[config.mk]
export PLATFORM = sky130hd
export DESIGN_NAME = sparse_mult_ctrl
export DESIGN_NICKNAME = d
export VERILOG_FILES = /design/src/rtl/sparse_mult_ctrl.sv
export SDC_FILE = /design/constraint.sdc
export NUM_CORES = 1
export LEC_CHECK = 0
export CAP_MARGIN = 10
export CORE_UTILIZATION = 38
export CTS_CLUSTER_SIZE = 14
export DETAILED_ROUTE_END_ITERATION = 12
export PLACE_DENSITY = 0.87
export SLEW_MARGIN = 10
export SYNTH_ARGS = -nofsm -noshare
export SYNTH_HDL_FRONTEND = slang
export SYNTH_SLANG_ARGS = --single-unit
[constraint.sdc]
create_clock -name clk -period 2.97 [get_ports clk]
set_input_delay 0.297 -clock clk [delete_from_list [all_inputs] [get_ports clk]]
set_output_delay 0.297 -clock clk [all_outputs]
set_load 0.02 [all_outputs]
[src/rtl/sparse_mult_ctrl.sv]
// sparse_mult_ctrl
// Sequencer for a shift-and-XOR cyclic sparse x dense multiplier (mod x^n-1,
// n = N_WORDS*WORD_WIDTH). Positions arrive in (high, low) pairs. For each
// pair the block walks the accumulator word by word. For each word it
// issues the two dense-window word addresses per position and the bit
// offsets. One cycle later it writes the datapath result back. Dummy pairs
// follow the same schedule but write to a scratch bank. The real/dummy mix
// therefore does not show in timing or addressing.
//
// Ports:
//   clk, rst_n                      clock, async active-low reset
//   start / busy / done             job control (done is a 1-cycle pulse)
//   pos_valid / pos_ready           pair stream handshake
//   pos_high, pos_low               sparse positions of the pair
//   pos_dummy, pos_last             pair is dummy / final pair of job
//   dense_raddr_{hl,hr,ll,lr}       window word addresses (issue cycle)
//   acc_raddr                       accumulator read address (issue cycle)
//   high_start, low_start           bit offsets, aligned with read data
//   xor_result                      combinational datapath result
//   acc_we / acc_dummy_we           real / scratch bank write enables
//   acc_waddr, acc_wdata            shared write address and data
module sparse_mult_ctrl #(
    parameter int WORD_WIDTH = 32,
    parameter int N_WORDS    = 8,
    parameter int ADDR_W     = 3,
    parameter int POS_W      = 8
) (
    input  logic                  clk,
    input  logic                  rst_n,
    input  logic                  start,
    output logic                  busy,
    output logic                  done,
    input  logic                  pos_valid,
    output logic                  pos_ready,
    input  logic [POS_W-1:0]      pos_high,
    input  logic [POS_W-1:0]      pos_low,
    input  logic                  pos_dummy,
    input  logic                  pos_last,
    output logic [ADDR_W-1:0]     dense_raddr_hl,
    output logic [ADDR_W-1:0]     dense_raddr_hr,
    output logic [ADDR_W-1:0]     dense_raddr_ll,
    output logic [ADDR_W-1:0]     dense_raddr_lr,
    output logic [ADDR_W-1:0]     acc_raddr,
    output logic [5:0]            high_start,
    output logic [5:0]            low_start,
    input  logic [WORD_WIDTH-1:0] xor_result,
    output logic                  acc_we,
    output logic                  acc_dummy_we,
    output logic [ADDR_W-1:0]     acc_waddr,
    output logic [WORD_WIDTH-1:0] acc_wdata
);

    localparam int LOG_W = $clog2(WORD_WIDTH);
    localparam logic [ADDR_W-1:0] LAST_J = ADDR_W'(N_WORDS - 1);

    typedef enum logic [2:0] {
        S_IDLE,
        S_CLEAR,
        S_RUN,
        S_DRAIN,
        S_DONE
    } state_t;

    state_t              state_q, state_d;
    // j counts clear words in CLEAR and issued words in RUN; it wraps to 0
    // at the end of CLEAR and at the end of every pair.
    logic [ADDR_W-1:0]   j_q, j_d;
    logic                held_q, held_d;
    logic [POS_W-1:0]    high_q, high_d;
    logic [POS_W-1:0]    low_q, low_d;
    logic                dummy_q, dummy_d;
    logic                last_q, last_d;

    // Stage 1: issue-cycle context re-timed to meet the memory read data.
    logic                s1_vld_q, s1_vld_d;
    logic                s1_dummy_q, s1_dummy_d;
    logic [ADDR_W-1:0]   s1_j_q, s1_j_d;
    logic [5:0]          s1_hs_q, s1_hs_d;
    logic [5:0]          s1_ls_q, s1_ls_d;

    logic                issue;
    logic                last_word;
    logic                load;
    logic [ADDR_W-1:0]   q_h, q_l;
    logic [5:0]          hs, ls;

    always_ff @(posedge clk or negedge rst_n) begin
        if (!rst_n) begin
            state_q    <= S_IDLE;
            j_q        <= '0;
            held_q     <= 1'b0;
            high_q     <= '0;
            low_q      <= '0;
            dummy_q    <= 1'b0;
            last_q     <= 1'b0;
            s1_vld_q   <= 1'b0;
            s1_dummy_q <= 1'b0;
            s1_j_q     <= '0;
            s1_hs_q    <= '0;
            s1_ls_q    <= '0;
        end else begin
            state_q    <= state_d;
            j_q        <= j_d;
            held_q     <= held_d;
            high_q     <= high_d;
            low_q      <= low_d;
            dummy_q    <= dummy_d;
            last_q     <= last_d;
            s1_vld_q   <= s1_vld_d;
            s1_dummy_q <= s1_dummy_d;
            s1_j_q     <= s1_j_d;
            s1_hs_q    <= s1_hs_d;
            s1_ls_q    <= s1_ls_d;
        end
    end

    // Position decomposition: word offset q and bit offset b (start = W-b).
    assign q_h = high_q[LOG_W +: ADDR_W];
    assign q_l = low_q[LOG_W +: ADDR_W];
    assign hs  = 6'(WORD_WIDTH) - 6'(high_q[LOG_W-1:0]);
    assign ls  = 6'(WORD_WIDTH) - 6'(low_q[LOG_W-1:0]);

    always_comb begin
        state_d    = state_q;
        j_d        = j_q;
        held_d     = held_q;
        high_d     = high_q;
        low_d      = low_q;
        dummy_d    = dummy_q;
        last_d     = last_q;
        s1_vld_d   = 1'b0;
        s1_dummy_d = 1'b0;
        s1_j_d     = '0;
        s1_hs_d    = '0;
        s1_ls_d    = '0;

        issue     = (state_q == S_RUN) && held_q;
        last_word = (j_q == LAST_J);
        // A new pair may land on the cycle the held pair issues its last
        // word, giving back-to-back pairs with no bubble. Once the final
        // pair of the job is held, nothing more is accepted.
        pos_ready = (state_q == S_RUN) && (!held_q || (last_word && !last_q));
        load      = pos_valid && pos_ready;

        unique case (state_q)
            S_IDLE: begin
                if (start) begin
                    state_d = S_CLEAR;
                    j_d     = '0;
                end
            end
            S_CLEAR: begin
                j_d    = j_q + 1'b1;
                held_d = 1'b0;
                last_d = 1'b0;
                if (last_word) state_d = S_RUN;
            end
            S_RUN: begin
                if (issue) begin
                    j_d        = j_q + 1'b1;
                    s1_vld_d   = 1'b1;
                    s1_dummy_d = dummy_q;
                    s1_j_d     = j_q;
                    s1_hs_d    = hs;
                    s1_ls_d    = ls;
                    if (last_word) begin
                        held_d = 1'b0;
                        if (last_q) state_d = S_DRAIN;
                    end
                end
                if (load) begin
                    held_d  = 1'b1;
                    high_d  = pos_high;
                    low_d   = pos_low;
                    dummy_d = pos_dummy;
                    last_d  = pos_last;
                end
            end
            S_DRAIN: state_d = S_DONE;
            S_DONE:  state_d = S_IDLE;
            default: state_d = S_IDLE;
        endcase

        busy = (state_q != S_IDLE);
        done = (state_q == S_DONE);

        // Addresses are held at 0 outside issue cycles so idle outputs are
        // quiet (the raw right-window formula would read N_WORDS-1).
        dense_raddr_hl = '0;
        dense_raddr_hr = '0;
        dense_raddr_ll = '0;
        dense_raddr_lr = '0;
        acc_raddr      = '0;
        if (issue) begin
            dense_raddr_hl = j_q - q_h;
            dense_raddr_hr = j_q - q_h - 1'b1;
            dense_raddr_ll = j_q - q_l;
            dense_raddr_lr = j_q - q_l - 1'b1;
            acc_raddr      = j_q;
        end

        high_start   = s1_hs_q;
        low_start    = s1_ls_q;
        acc_dummy_we = s1_vld_q && s1_dummy_q;
        acc_we       = (state_q == S_CLEAR) || (s1_vld_q && !s1_dummy_q);
        acc_waddr    = '0;
        acc_wdata    = '0;
        if (state_q == S_CLEAR) begin
            acc_waddr = j_q;
        end else if (s1_vld_q) begin
            acc_waddr = s1_j_q;
            acc_wdata = xor_result;
        end
    end

endmodule

---- Word level (Yosys, flattened, before mapping) ----
Index checks and enable logic that the tools add are counted.
storage, ports and cells
  flip-flop bits (word level) ............. 42
  input bits .............................. 54
  output and inout bits ................... 67
  logic and storage cells ................. 85
operators by class
  $add $sub $neg .......................... 7
  equal/unequal tests ..................... 13
  mux-type cells .......................... 33
  reduce and logical (&&, ||, !) cells .... 20
operators with widths
  operator             count
  $mux 32              2
  $mux 3               15
  $mux 6               4
  $ne 2x2->1 const B   6
  $pmux 3 s4           1
  $sub 6x5->6 const A  2
  $pmux 3 s3           1
  $mux 1               8
  $eq 3x2->1 const B   2
  $eq 3x3->1 const B   2
  $logic_and 1x1->1    6
  $ne 3x3->1 const B   2
  $reduce_and 3->1     2
  $reduce_bool 3->1    2
  $sub 3x1->3 const B  2
  $sub 3x3->3          2
  $reduce_and 5->1     1
  $pmux 1 s2           2
  $reduce_and 2->1     2
  $add 3x1->3 const B  1
  $eq 3x1->1 const B   1
  $logic_not 1->1      3
  $logic_not 3->1      1
  $logic_or 1x1->1     2
  $reduce_bool 2->1    1

---- Depth between registers and ports, before layout ----
  depth after elaboration ................. 7
  depth in mapped cells ................... 6
  depth with buffers taken out ............ 6

---- Worst setup path before layout ----
OpenSTA, ideal clock, no wires.
  path kind ............................... reg2out
  start point ............................. reg j_q[0]
  end point ............................... out dense_raddr_hr[2]
  data arrival time ....................... 1,758 ps
  data required time ...................... 2,673 ps
  slack ................................... 915 ps
  cell stages (with the launch flop) ...... 7
  buffers on the path ..................... 0
  cell sequence ........................... dfrtp_1 inv_1 ha_1 fa_1 ha_1 xor2_1 nor2_1
on the way
  cells in the longest elaborated chain, start to end .. 3
ends and longest elaborated chain
  what                    RTL line  RTL
  start, declared         67        logic [ADDR_W-1:0] j_q, j_d;
  start signal, assigned  103       j_q <= j_d;
  $sub 3x3->3             196       dense_raddr_hr = j_q - q_h - 1'b1;
  $sub 3x1->3             196
  $mux 3                  194       if (issue) begin
  end, declared           40        output logic [ADDR_W-1:0] dense_raddr_hr,
No other way between the ends.

---- Worst setup path in the final report ----
  start point ............................. reg state_q[2]
  end point ............................... out acc_wdata[27]
on the way
  cells in the longest elaborated chain, start to end .. 2
ends and longest elaborated chain
  what                    RTL line  RTL
  start, declared         64        state_t state_q, state_d;
  start signal, assigned  102       state_q <= state_d;
  $eq 3x1->1              208       if (state_q == S_CLEAR) begin
  $mux 32                 208
  end, declared           50        output logic [WORD_WIDTH-1:0] acc_wdata
No other way between the ends.

==> results.yml <==
pwr:
  seqPwrFrac: 0.360
  internal-power_mw: 1.52
  vdd_drop_max_mv: 0.549
  p_leak_nw: 1.86
  power.switching_mw: 0.973
  total_power_mw: 2.49
  power.density_nw_per_um2: 666
  power_frac_comb: 0.486
  clockPowerShare: 0.155
  swShare: 0.390
routing:
  vias_per_cell: 5.07
  via_count: 2123
  drt_iter0_drc: 83
  wl_um: 6460
  ant_nets: 0
  avgRoutedWirePerCell_um: 15.4
  first_pass_iters: 4
  drc_errors: 0
floorplanning:
  die_x_um: 80.9
  die_h_um: 80.9
  start_util: 0.397
  core_area_sq_um: 5960
  ios: 121
  fp.dieArea_sq_um: 6550
  rows: 28
clock_tree:
  post_cts_resized: 0
  cts_root_buf: "clkbuf_8"
  cts_setup_buffers: 0
  cts_made_buffers: 5
  cts_hold_buf: 0
  cts_tree: "done"
  clk_path_buf_depth: 2
  clkLatencyLatePin_ns: 0.31
  cts.clk_slew.worst_paths_ns: 0.09
  clkSinkCount: 42
  ctsHtreeMaxLevel: 2
finish:
  multiInputGateArea_sq_um: 1210
  instances_no_fill: 419
  layout.nets: 407
  syn_to_final_growth_pct: 58.2
  num-fill-cells: 467
  design_area_sq_um: 3740
  diodes: 0
  regArea_sq_um: 1050
  drive_above_1_share: 0.105
yosys:
  ys_warn_count: 0
  synth_area_sq_um: 2370
  syn_avg_cell_area_sq_um: 10.5
  yosysTopAreaCell: "dfrtp_1"
  yosys.area_share.simple: 0.234
  synth_flop_cell: "dfrtp_1"
  synth_top_family_by_area: "simple AND/OR/NAND/NOR gates"
  synth-async-reset-ratio: 1.00
  yosys.area.top_type_share: 0.444
  ys_seq_area_frac: 0.444
  yosys.area_share.xor_xnor: 0.0487
  synth_edf_count: 0
  muxShareOfSynthArea: 0.0994
  yosysUniqueCellTypes: 35
  syn_nets: 289
  synthCells: 225
  ys_top_cells_by_count: "42 x dfrtp_1, 41 x and3_1, 26 x nor2_1, 15 x clkbuf_1, 11 x inv_1"
  synth_compound_area_frac: 0.0687
  synthAdderAreaFrac: 0.0592
  synth-seq-cells: 42
  netlist_top_cells_area: "dfrtp_1 44%, and3_1 11%, mux2_4 5.7%"
  yosysMostFrequentCell: "dfrtp_1"
sta:
  tns_ns: 0
  relSlewSlack: 0.388
  tightest_slew_ns: 0.918
  period_needed_ns: 2.78
  post-route-period-util: 0.935
  hold_violations: 0
  slew_violations: 0
  max_freq_mhz: 360
  final.setup.worst_slack_ns: 0.193
  skew_ns: 0.00969
  setup_viol: 0
  grt_setup_unrepaired: "false"
worst_setup_path:
  timing.rr.start: "j_q[1]"
  reg2reg_depth: 6
  reg2reg_setup_slack_ns: 0.77
  worstSetupStartpointType: "register"
  cp.required_ns: 2.67
  path_class: "register to output port"
  cp_max_fo: 35
  worstSetupEndpointType: "output port"
  timing.rr.end: "low_q[4]"
  crit_arrival_ns: 2.48
placed_design:
  dp.cells: 411
  hpwl_um: 4930
  pre_cts_slack_ns: 0.360
  place_area_sq_um: 3640
  port_buffers: 120
  gp_congestion: 0.854
global_routing:
  gr-total-overflow: 0
  antenna_found_initial: 0
  grt_pass1_wl_um: 10000
  first_global_vias: 2122
  grt_usage: 0.203
  grt_max_degree: 43
min_path:
  hold_path.class: "primary input to async pin"
run_status:
  status: "finished, final reports clean"
job:
  cap_violations: 0
[sequential cells by signal, summed over array words and instances, names as in the netlist]
| signal | count |
|---|---|
| high_q | 8 |
| j_q | 3 |
| high_start | 6 |
| dummy_q | 1 |
| state_q | 3 |
| s1_vld_q | 1 |
| s1_dummy_q | 1 |
| low_q | 8 |
| last_q | 1 |
| held_q | 1 |
| s1_j_q | 3 |
| low_start | 6 |
[worst max-delay path, stage by stage, from the launching register on]
cell and delay (ns):
dfrtp_1 0.55, or3b_2 0.79, and3_1 0.29, clkdlybuf4s50_1 0.55
[per-layer routing]
layer  vias to the layer above  wire length, um  GRT usage  part of all wire
li1                       1013                -          -                 -
met2                       100             3350      0.362              0.52
met3                         8              572     0.0449             0.089
met1                      1002             2440      0.240              0.38
met4                         0               85     0.0696             0.013
met5                         -                0          0                 0
[final cells by class]
class | count | share of cell area
Sequential cell | 42 | 0.281
Clock inverter | 3 | 0.00635
Multi-Input combinational cell | 156 | 0.322
Tap cell | 75 | 0.0251
Timing Repair Buffer | 127 | 0.336
Inverter | 11 | 0.0110
Clock buffer | 5 | 0.0184
[through the flow]
step	util	hold slack (ns)
detailed placement	0.611	0.474
CTS	0.627	0.146
global placement	0.611	0.463
floorplan	-	0.00141
finish	0.629	0.120
global route	0.629	0.191
[layout by cell type, fill, tap and decap left out, types with 2 or more instances in the layout]
master             n
nand2_1            5
a21oi_1            4
clkinvlp_4         2
o21ai_0            3
a211oi_1           3
fa_1               2
xnor3_1            2
nor2b_1            7
xor2_1             8
nor3b_1            4
buf_4              7
clkbuf_8           5
and3_1            41
dfrtp_1           42
a221oi_1           2
nor4b_1            2
mux2_2             8
clkdlybuf4s50_1  115
ha_1               8
mux2_4             9
a22o_1             3
nor2_1            26
nand2b_1           3
o31ai_1            2
nor3_1             3
inv_1             11
dlymetal6s2s_1     4
[power by group through the flow]
stage	registers [mW]	logic (mW)	clock network [mW]
floorplan	0.843	0.874	0
global placement	0.892	1.13	0
detailed placement	0.906	1.21	0
finish	0.896	1.21	0.385
CTS	0.896	1.22	0.395
global route	0.923	1.34	0.422
[cells by family after synthesis]
family | Yosys count
AO/OA/AOI/OAI | 21
flip-flops | 42
multiplexers | 18
buffers and inverters | 27
XOR/XNOR | 10
adder cells (fa/ha/maj) | 10
AND/OR/NAND/NOR | 97
[how the worst max path moves through the flow]
stage	startpoint	endpoint	slack [ns]	cells after the start
6_report	state_q[2]	acc_wdata[27]	0.19	3
5_1_grt	state_q[2]	acc_wdata[18]	0.09	3
4_1_cts	j_q[0]	dense_raddr_lr[2]	0.004	7
3_5_place_dp	j_q[0]	dense_raddr_lr[2]	0.36	7
3_3_place_gp	j_q[0]	dense_raddr_lr[2]	0.44	7
2_1_floorplan	j_q[0]	dense_raddr_hr[2]	0.92	6
No activity file was read; power rests on OpenSTA's default activity.
